File: config.mk
export PLATFORM = sky130hd
export DESIGN_NAME = fetch_stage
export DESIGN_NICKNAME = d
export VERILOG_FILES = /design/src/rtl/fetch_stage.sv
export SDC_FILE = /design/constraint.sdc
export NUM_CORES = 1
export LEC_CHECK = 0
export CORE_MARGIN = 2
export CORE_UTILIZATION = 35
export DETAILED_ROUTE_END_ITERATION = 12
export PLACE_DENSITY_LB_ADDON = 0.12
export REMOVE_ABC_BUFFERS = 1
export SYNTH_ARGS = -nofsm -noshare
export SYNTH_HDL_FRONTEND = slang
export SYNTH_SLANG_ARGS = --single-unit
File: constraint.sdc
create_clock -name clk -period 5.25 [get_ports clk]
set_input_delay 1.3125 -clock clk [delete_from_list [all_inputs] [get_ports clk]]
set_output_delay 1.3125 -clock clk [all_outputs]
set_load 0.005 [all_outputs]
File: src/rtl/fetch_stage.sv
// Instruction-fetch stage: owns the PC, drives the instruction memory
// address, and fills the IF/ID register with fetched words or bubbles.
// Handles decode stalls, downstream redirects, halting on ECALL/EBREAK,
// and a count of instructions that were actually captured.
module fetch_stage #(
  parameter logic [31:0] RESET_PC = 32'h0000_0000,
  parameter logic [31:0] NOP_INST = 32'h0000_0013
) (
  input  logic        clk,
  input  logic        rst,
  output logic [31:0] imem_addr,
  input  logic [31:0] imem_inst,
  input  logic        stall,
  input  logic        redirect,
  input  logic [31:0] redirect_pc,
  output logic [31:0] pc_id,
  output logic [31:0] pc4_id,
  output logic [31:0] inst_id,
  output logic        valid_id,
  output logic        halted,
  output logic [31:0] fetch_count
);

  localparam logic [31:0] ECALL_INST  = 32'h0000_0073;
  localparam logic [31:0] EBREAK_INST = 32'h0010_0073;

  typedef enum logic {RUN, HALT} state_t;

  state_t      state_q, state_d;
  logic [31:0] pc_q, pc_d;
  logic [31:0] pc_id_d, pc4_id_d, inst_id_d, fetch_count_d;
  logic        valid_id_d;
  logic [31:0] pc_plus4;
  logic        is_halt_inst;

  assign imem_addr    = pc_q;
  assign halted       = (state_q == HALT);
  assign pc_plus4     = pc_q + 32'd4;
  assign is_halt_inst = (imem_inst == ECALL_INST) || (imem_inst == EBREAK_INST);

  // Next-state and next-IF/ID selection: redirect beats stall beats normal flow.
  always_comb begin
    // NOTE: every signal gets a hold default first so no path leaves a
    // variable unassigned, which would otherwise infer a latch.
    state_d       = state_q;
    pc_d          = pc_q;
    pc_id_d       = pc_id;
    pc4_id_d      = pc4_id;
    inst_id_d     = inst_id;
    valid_id_d    = valid_id;
    fetch_count_d = fetch_count;

    if (redirect) begin
      // Wrong-path word is dropped; pc_id/pc4_id keep their old values.
      pc_d       = {redirect_pc[31:2], 2'b00};
      inst_id_d  = NOP_INST;
      valid_id_d = 1'b0;
      state_d    = RUN;
    end else if (!stall) begin
      unique case (state_q)
        RUN: begin
          pc_id_d       = pc_q;
          pc4_id_d      = pc_plus4;
          inst_id_d     = imem_inst;
          valid_id_d    = 1'b1;
          fetch_count_d = fetch_count + 32'd1;
          if (is_halt_inst) begin
            // PC parks on the trap instruction so a debugger sees where we stopped.
            state_d = HALT;
          end else begin
            pc_d = pc_plus4;
          end
        end
        HALT: begin
          inst_id_d  = NOP_INST;
          valid_id_d = 1'b0;
        end
        default: state_d = RUN;
      endcase
    end
  end

  // State, PC and IF/ID registers with synchronous reset.
  always_ff @(posedge clk) begin
    // NOTE: sequential state uses non-blocking assignments so all registers
    // update from the same pre-edge values regardless of statement order.
    if (rst) begin
      state_q     <= RUN;
      pc_q        <= RESET_PC;
      pc_id       <= 32'd0;
      pc4_id      <= 32'd0;
      inst_id     <= NOP_INST;
      valid_id    <= 1'b0;
      fetch_count <= 32'd0;
    end else begin
      state_q     <= state_d;
      pc_q        <= pc_d;
      pc_id       <= pc_id_d;
      pc4_id      <= pc4_id_d;
      inst_id     <= inst_id_d;
      valid_id    <= valid_id_d;
      fetch_count <= fetch_count_d;
    end
  end

endmodule

==> run_results.csv, run 1 <==
group,metric,value,unit
run_status,status,"complete, no violations",
timing,worst_clock_skew,9.43,ps
setup_path,crit_slowest_cell,"clkdlybuf4s50_1",
yosys,synthFlopType,"dfxtp_1",
global_routing,grt_pass1_vias,5853,
yosys,syn_inst,789,
detailed_routing,drt_pass1_iterations,5,
finish,drive_above_1_share,0.0557,
yosys,synth-seq-cells,156,
timing,whs,451,ps
pwr,leakage,3.15,nW
placed_design,post-place-cells,1190,
cts,cts_root_buffer,"clkbuf_16",
detailed_routing,ant_nets,0,
timing,rsz0062_at_grt,"no",
finish,fin_cells,1222,
yosys,ys_seq_area_frac,0.469,
global_routing,overflow,0,
yosys,syn-cell-area,6660,um^2
cts,htree_levels,4,
placed_design,gp_congestion,0.802,
setup_path,crit_fanout,9,
job,maxCapViolCount,0,
cts,cts_made_buffers,17,
die,start_util,0.356,
setup_path,critPathCaptureType,"flop",
yosys,synth_edf_count,0,
yosys,yosys_warnings,0,
finish,finish.utilization,0.509,
timing,fin_crit,3810,ps
timing,drv_slew,0,
setup_path,required,5590,ps
cts,clk_path_buf_depth,2,
die,die_w,142,um
detailed_routing,via_count,6325,
detailed_routing,first_iter_violations,262,
die,rows,50,
finish,area_delta_synth_final,43.0,%
cts,clkLatencyLatePin,420,ps
timing,timing.final.crit_share,0.726,
cts,path_clk_slew,60,ps
detailed_routing,drc,0,
placed_design,io_buffers,221,
cts,cts_tree,"yes",
die,core,18700,um^2
timing,setup_tns,0,ps
timing,slew_headroom,0.232,
detailed_routing,wl_per_cell,16.3,um
global_routing,grt_pass1_wl,31.7,mm
setup_path,crit_type,"input port to flop",
timing,hold_viol_final,0,
cts,post-cts-setup-buffers,0,
setup_path,path_cells,"clkdlybuf4s50_1 -> or3_2 -> or3_1 -> or3_4 -> or4_1 -> a21oi_1",
pwr,power,2.77,mW
die,ios,230,
finish,final_area,9530,um^2
pwr,peakVddDrop,0.218,mV
yosys,avgSynthCellArea,8.45,um^2
detailed_routing,vias_per_cell,5.18,
die,die_h,142,um
timing,tightest_slew,1150,ps
placed_design,hpwlAfterDp,13.5,mm
yosys,synthArstFlopShare,0,
placed_design,placed_area,8960,um^2
setup_path,cp-start-kind,"input port",
global_routing,groute.usage.overall,0.197,
global_routing,grt_max_degree,88,
cts,cts_resized,0,
finish,fin_nets,1045,
global_routing,antenna_found_initial,0,
yosys,yosys.cell_types.count,46,
detailed_routing,wl,19.9,mm
finish,n_antenna_cell,0,
min_path,hp-class,"flop to flop",
timing,fmax,262,MHz
timing,fin_ws,1440,ps
setup_path,critical_path_arrival,4160,ps
cts,cts_hold_buf,0,
die,die-area,20200,um^2
cts,cts.sinks,156,
setup_path,critPathMaxStageDelay,600,ps
placed_design,pre_cts_ws,983,ps
pwr,p_per_area,290,nW/um^2
timing,setup_violations,0,
==> power by group <==
| part | internal [mW] | switching (mW) | total (mW) |
|---|---|---|---|
| clock | 0.660 | 0.528 | 1.19 |
| sequential | 1.23 | 0.0456 | 1.27 |
| combinational | 0.167 | 0.136 | 0.304 |
==> path summary, 6_finish.rpt <==
kind                             endpoint              startpoint  cells after the start  slack [ps]
min reg2reg        pc_id[29]$_SDFFE_PP0P_  pc_id[29]$_SDFFE_PP0P_                      2         450
min                pc_id[29]$_SDFFE_PP0P_  pc_id[29]$_SDFFE_PP0P_                      2         450
max reg2reg  fetch_count[29]$_SDFFE_PP0P_     halted$_SDFFE_PP0N_                      5        2650
max          fetch_count[29]$_SDFFE_PP0P_                   stall                      6        1440
==> metal layers <==
| metal | part of all wire | GRT usage | up-vias | routed length [um] |
|---|---|---|---|---|
| met5 | 0 | 0 | - | 0 |
| met4 | 0.0077 | 0.0463 | 0 | 153 |
| met3 | 0.080 | 0.0646 | 8 | 1590 |
| met2 | 0.46 | 0.312 | 186 | 9130 |
| met1 | 0.45 | 0.262 | 2959 | 9040 |
| li1 | - | - | 3172 | - |
==> area by class of cell <==
class | count | area, um^2
well taps | 234 | 293
clock buffers | 17 | 425
fillers | 1820 | 9180
multi-input cells | 560 | 3240
flip-flops and latches | 156 | 3120
clock inverters | 15 | 139
inverters | 9 | 33.8
repair buffers | 231 | 2280
==> logic make-up (layout without fill, tap and decap cells) <==
family                     after synthesis  count (layout)  share of synthesized area
AOI/OAI and AO/OA                      172             172                      0.174
xor gates and xnor gates                52              52                     0.0683
adders and majority gates                2               2                    0.00375
buffers and inverters                   78             272                     0.0499
DFF                                    156             156                      0.469
muxes                                    1               1                    0.00169
other                                    1               6                   0.000563
and+or+nand+nor                        327             327                      0.233
==> registers in the layout (all words and copies together) (netlist names) <==
register and flops:
fetch_count 32, pc_id 30, inst_id 32, pc4_id 30, valid_id 1, imem_addr 30
halted 1
==> cell usage in the layout, fill, tap and decap left out, drive strengths merged, types with 17 or more instances in the layout <==
cell type	count
clkbuf	17
a211oi	46
clkdlybuf4s50	219
nor2	95
xnor2	26
nand4	19
nand3	28
nand2	101
dfxtp	156
a22oi	30
or3	20
a21oi	47
nor4	17
xor2	26
==> synth_stat cells, types with 12 or more instances <==
cell | count | share of area
a211oi_1 | 46 | 0.052
a21oi_1 | 47 | 0.035
a22oi_1 | 30 | 0.034
a31oi_1 | 12 | 0.011
clkbuf_1 | 57 | 0.032
dfxtp_1 | 156 | 0.47
nand2_1 | 101 | 0.057
nand3_1 | 28 | 0.021
nand4_1 | 19 | 0.018
nor2_1 | 95 | 0.054
nor4_1 | 16 | 0.015
or3_1 | 19 | 0.018
xnor2_1 | 26 | 0.034
xor2_1 | 26 | 0.034
==> critical path: cells and delay by family <==
family                 cells  cell delay, ps
AND/OR/NAND/NOR            4            2090
buffers and inverters      1             600
AO/OA/AOI/OAI              1             140
Power figures use the tool's default switching activity.
==> run 2, diff against run 1 <==
==> constraint.sdc (replaced) <==
create_clock -name clk -period 3.1 [get_ports clk]
set_input_delay 0.775 -clock clk [delete_from_list [all_inputs] [get_ports clk]]
set_output_delay 0.775 -clock clk [all_outputs]
set_load 0.005 [all_outputs]
==> run 2 against run 1 <==
- worst setup slack worse by 1300 ps
- first-iteration DRC count up 19%
- register-to-register slack worse by 2100 ps
- sequential share of layout area down 0.71 points
- wire length up 1.7%
- cell area up 2.2%
- non-clock buffer count up 16
- core utilization up 1.1 points
- global-route usage up 0.43 points
- critical path depth unchanged
- largest power group unchanged
==> run_results.csv, run 2 (synthesis gave the netlist of run 1 again) <==
group,metric,value,unit
timing,whs,453,ps
finish,multi_input_area,3240,um^2
placed_design,pre_cts_ws,-246,ps
global_routing,antenna_found_initial,0,
timing,drv_slew,0,
finish,top_regs,"fetch_count x32, inst_id x32",
timing,setup_violations,0,
cts,post-cts-setup-buffers,0,
pwr,peakVddDrop,0.375,mV
cts,cts_hold_buf,0,
min_path,holdPathStages,2,
global_routing,met3_usage,0.0717,
placed_design,io_buffers,221,
global_routing,use_met1,0.263,
min_path,hp-class,"flop to flop",
setup_path,r2r_start,"halted$_SDFFE_PP0N_",
job,maxCapViolCount,0,
detailed_routing,via_count,6372,
cts,cts.sinks,156,
pwr,leakage,3.27,nW
detailed_routing,drt_pass1_iterations,4,
finish,finish.utilization,0.521,
detailed_routing,wl,20.3,mm
global_routing,overflow,0,
setup_path,critical_path_arrival,3260,ps
finish,n_antenna_cell,0,
finish,nFillCells,1831,
min_path,hold_path_end,"pc_id[29]$_SDFFE_PP0P_",
global_routing,grt_pass1_vias,5954,
finish,regArea,3120,um^2
die,die_w,142,um
run_status,status,"complete, no violations",
min_path,min_from,"pc_id[29]$_SDFFE_PP0P_",
timing,worst_clock_skew,7.37,ps
timing,tightest_slew,842,ps
setup_path,r2r_end,"fetch_count[29]$_SDFFE_PP0P_",
finish,mostFrequentLayoutCells,"clkdlybuf4s50_1 (219), dfxtp_1 (156), nand2_1 (101)",
die,die-area,20200,um^2
setup_path,crit_fanout,2,
detailed_routing,wl_per_cell,16.4,um
finish,fin_nets,1061,
die,rows,50,
global_routing,grt_pass1_wl,32.1,mm
cts,clkLatencyLatePin,420,ps
detailed_routing,drc,0,
finish,drive_above_1_share,0.0698,
timing,hold_viol_final,0,
detailed_routing,first_iter_violations,311,
timing,rsz0062_at_grt,"no",
finish,area_delta_synth_final,46.2,%
cts,htree_levels,4,
global_routing,busiest_layer,"met2",
cts,clk_path_buf_depth,2,
setup_path,reg2reg_slack,600,ps
setup_path,critPathCaptureType,"flop",
timing,slew_headroom,0.438,
die,core,18700,um^2
global_routing,groute.usage.overall,0.202,
pwr,power,4.85,mW
timing,fin_crit,2920,ps
timing,fmax,343,MHz
setup_path,r2r_cells,5,
setup_path,cp-start-kind,"input port",
pwr,p_per_area,498,nW/um^2
cts,cts_tree,"yes",
cts,cts_resized,0,
global_routing,grt_max_degree,124,
cts,cts_made_buffers,17,
global_routing,use_met2,0.311,
die,die_h,142,um
die,ios,230,
detailed_routing,ant_nets,0,
cts,path_clk_slew,70,ps
cts,cts_root_buffer,"clkbuf_16",
finish,layout_commonest_cell,"clkdlybuf4s50_1",
placed_design,hpwlAfterDp,13.7,mm
setup_path,required,3440,ps
detailed_routing,vias_per_cell,5.15,
die,start_util,0.356,
placed_design,gp_congestion,0.797,
timing,fin_ws,184,ps
timing,setup_tns,0,ps
timing,timing.final.crit_share,0.941,
setup_path,crit_type,"input port to flop",
[run 2: how the worst max path moves through the flow]
stage	depth (start not counted)	start	slack [ps]	to
detailed placement	6	stall	-250	fetch_count[29]$_SDFFE_PP0P_
global placement	6	stall	-250	fetch_count[29]$_SDFFE_PP0P_
floorplan	4	stall	-5950	imem_addr[21]$_SDFFE_PP0P_
finish	6	stall	180	fetch_count[29]$_SDFFE_PP0P_
CTS	6	stall	200	fetch_count[29]$_SDFFE_PP0P_
global route	6	stall	140	fetch_count[29]$_SDFFE_PP0P_
[run 2: cell type report]
cell class | instances | share of cell area
clock buffers | 18 | 0.0451
clock inverters | 13 | 0.0171
inverters | 9 | 0.00347
multi-input cells | 560 | 0.332
flip-flops and latches | 156 | 0.321
well taps | 234 | 0.0301
repair buffers | 247 | 0.252
[run 2: metal layers]
metal	routed length (um)	share of wire
met2	9110	0.45
met3	1670	0.082
met4	345	0.017
met1	9140	0.45
met5	0	0
[run 2: where the power goes]
group	internal [mW]	leakage (nW)	total [mW]	switching, mW
Sequential	2.08	1.27	2.16	0.0748
Clock	1.29	0.289	2.16	0.865
Combinational	0.296	1.71	0.535	0.239
[run 2: critical path, cell delays in order]
cell and delay [ps]:
clkdlybuf4s50_1 420, or3_2 550, or3_1 450, or3_4 410
or4_1 500, a21oi_1 150
[run 2: metrics by stage]
step / instance area [um^2] / instances
floorplan: 6380 / 725
global placement: 9140 / 1206
detailed placement: 9140 / 1206
CTS: 9740 / 1237
global route: 9740 / 1237
finish: 9740 / 1237
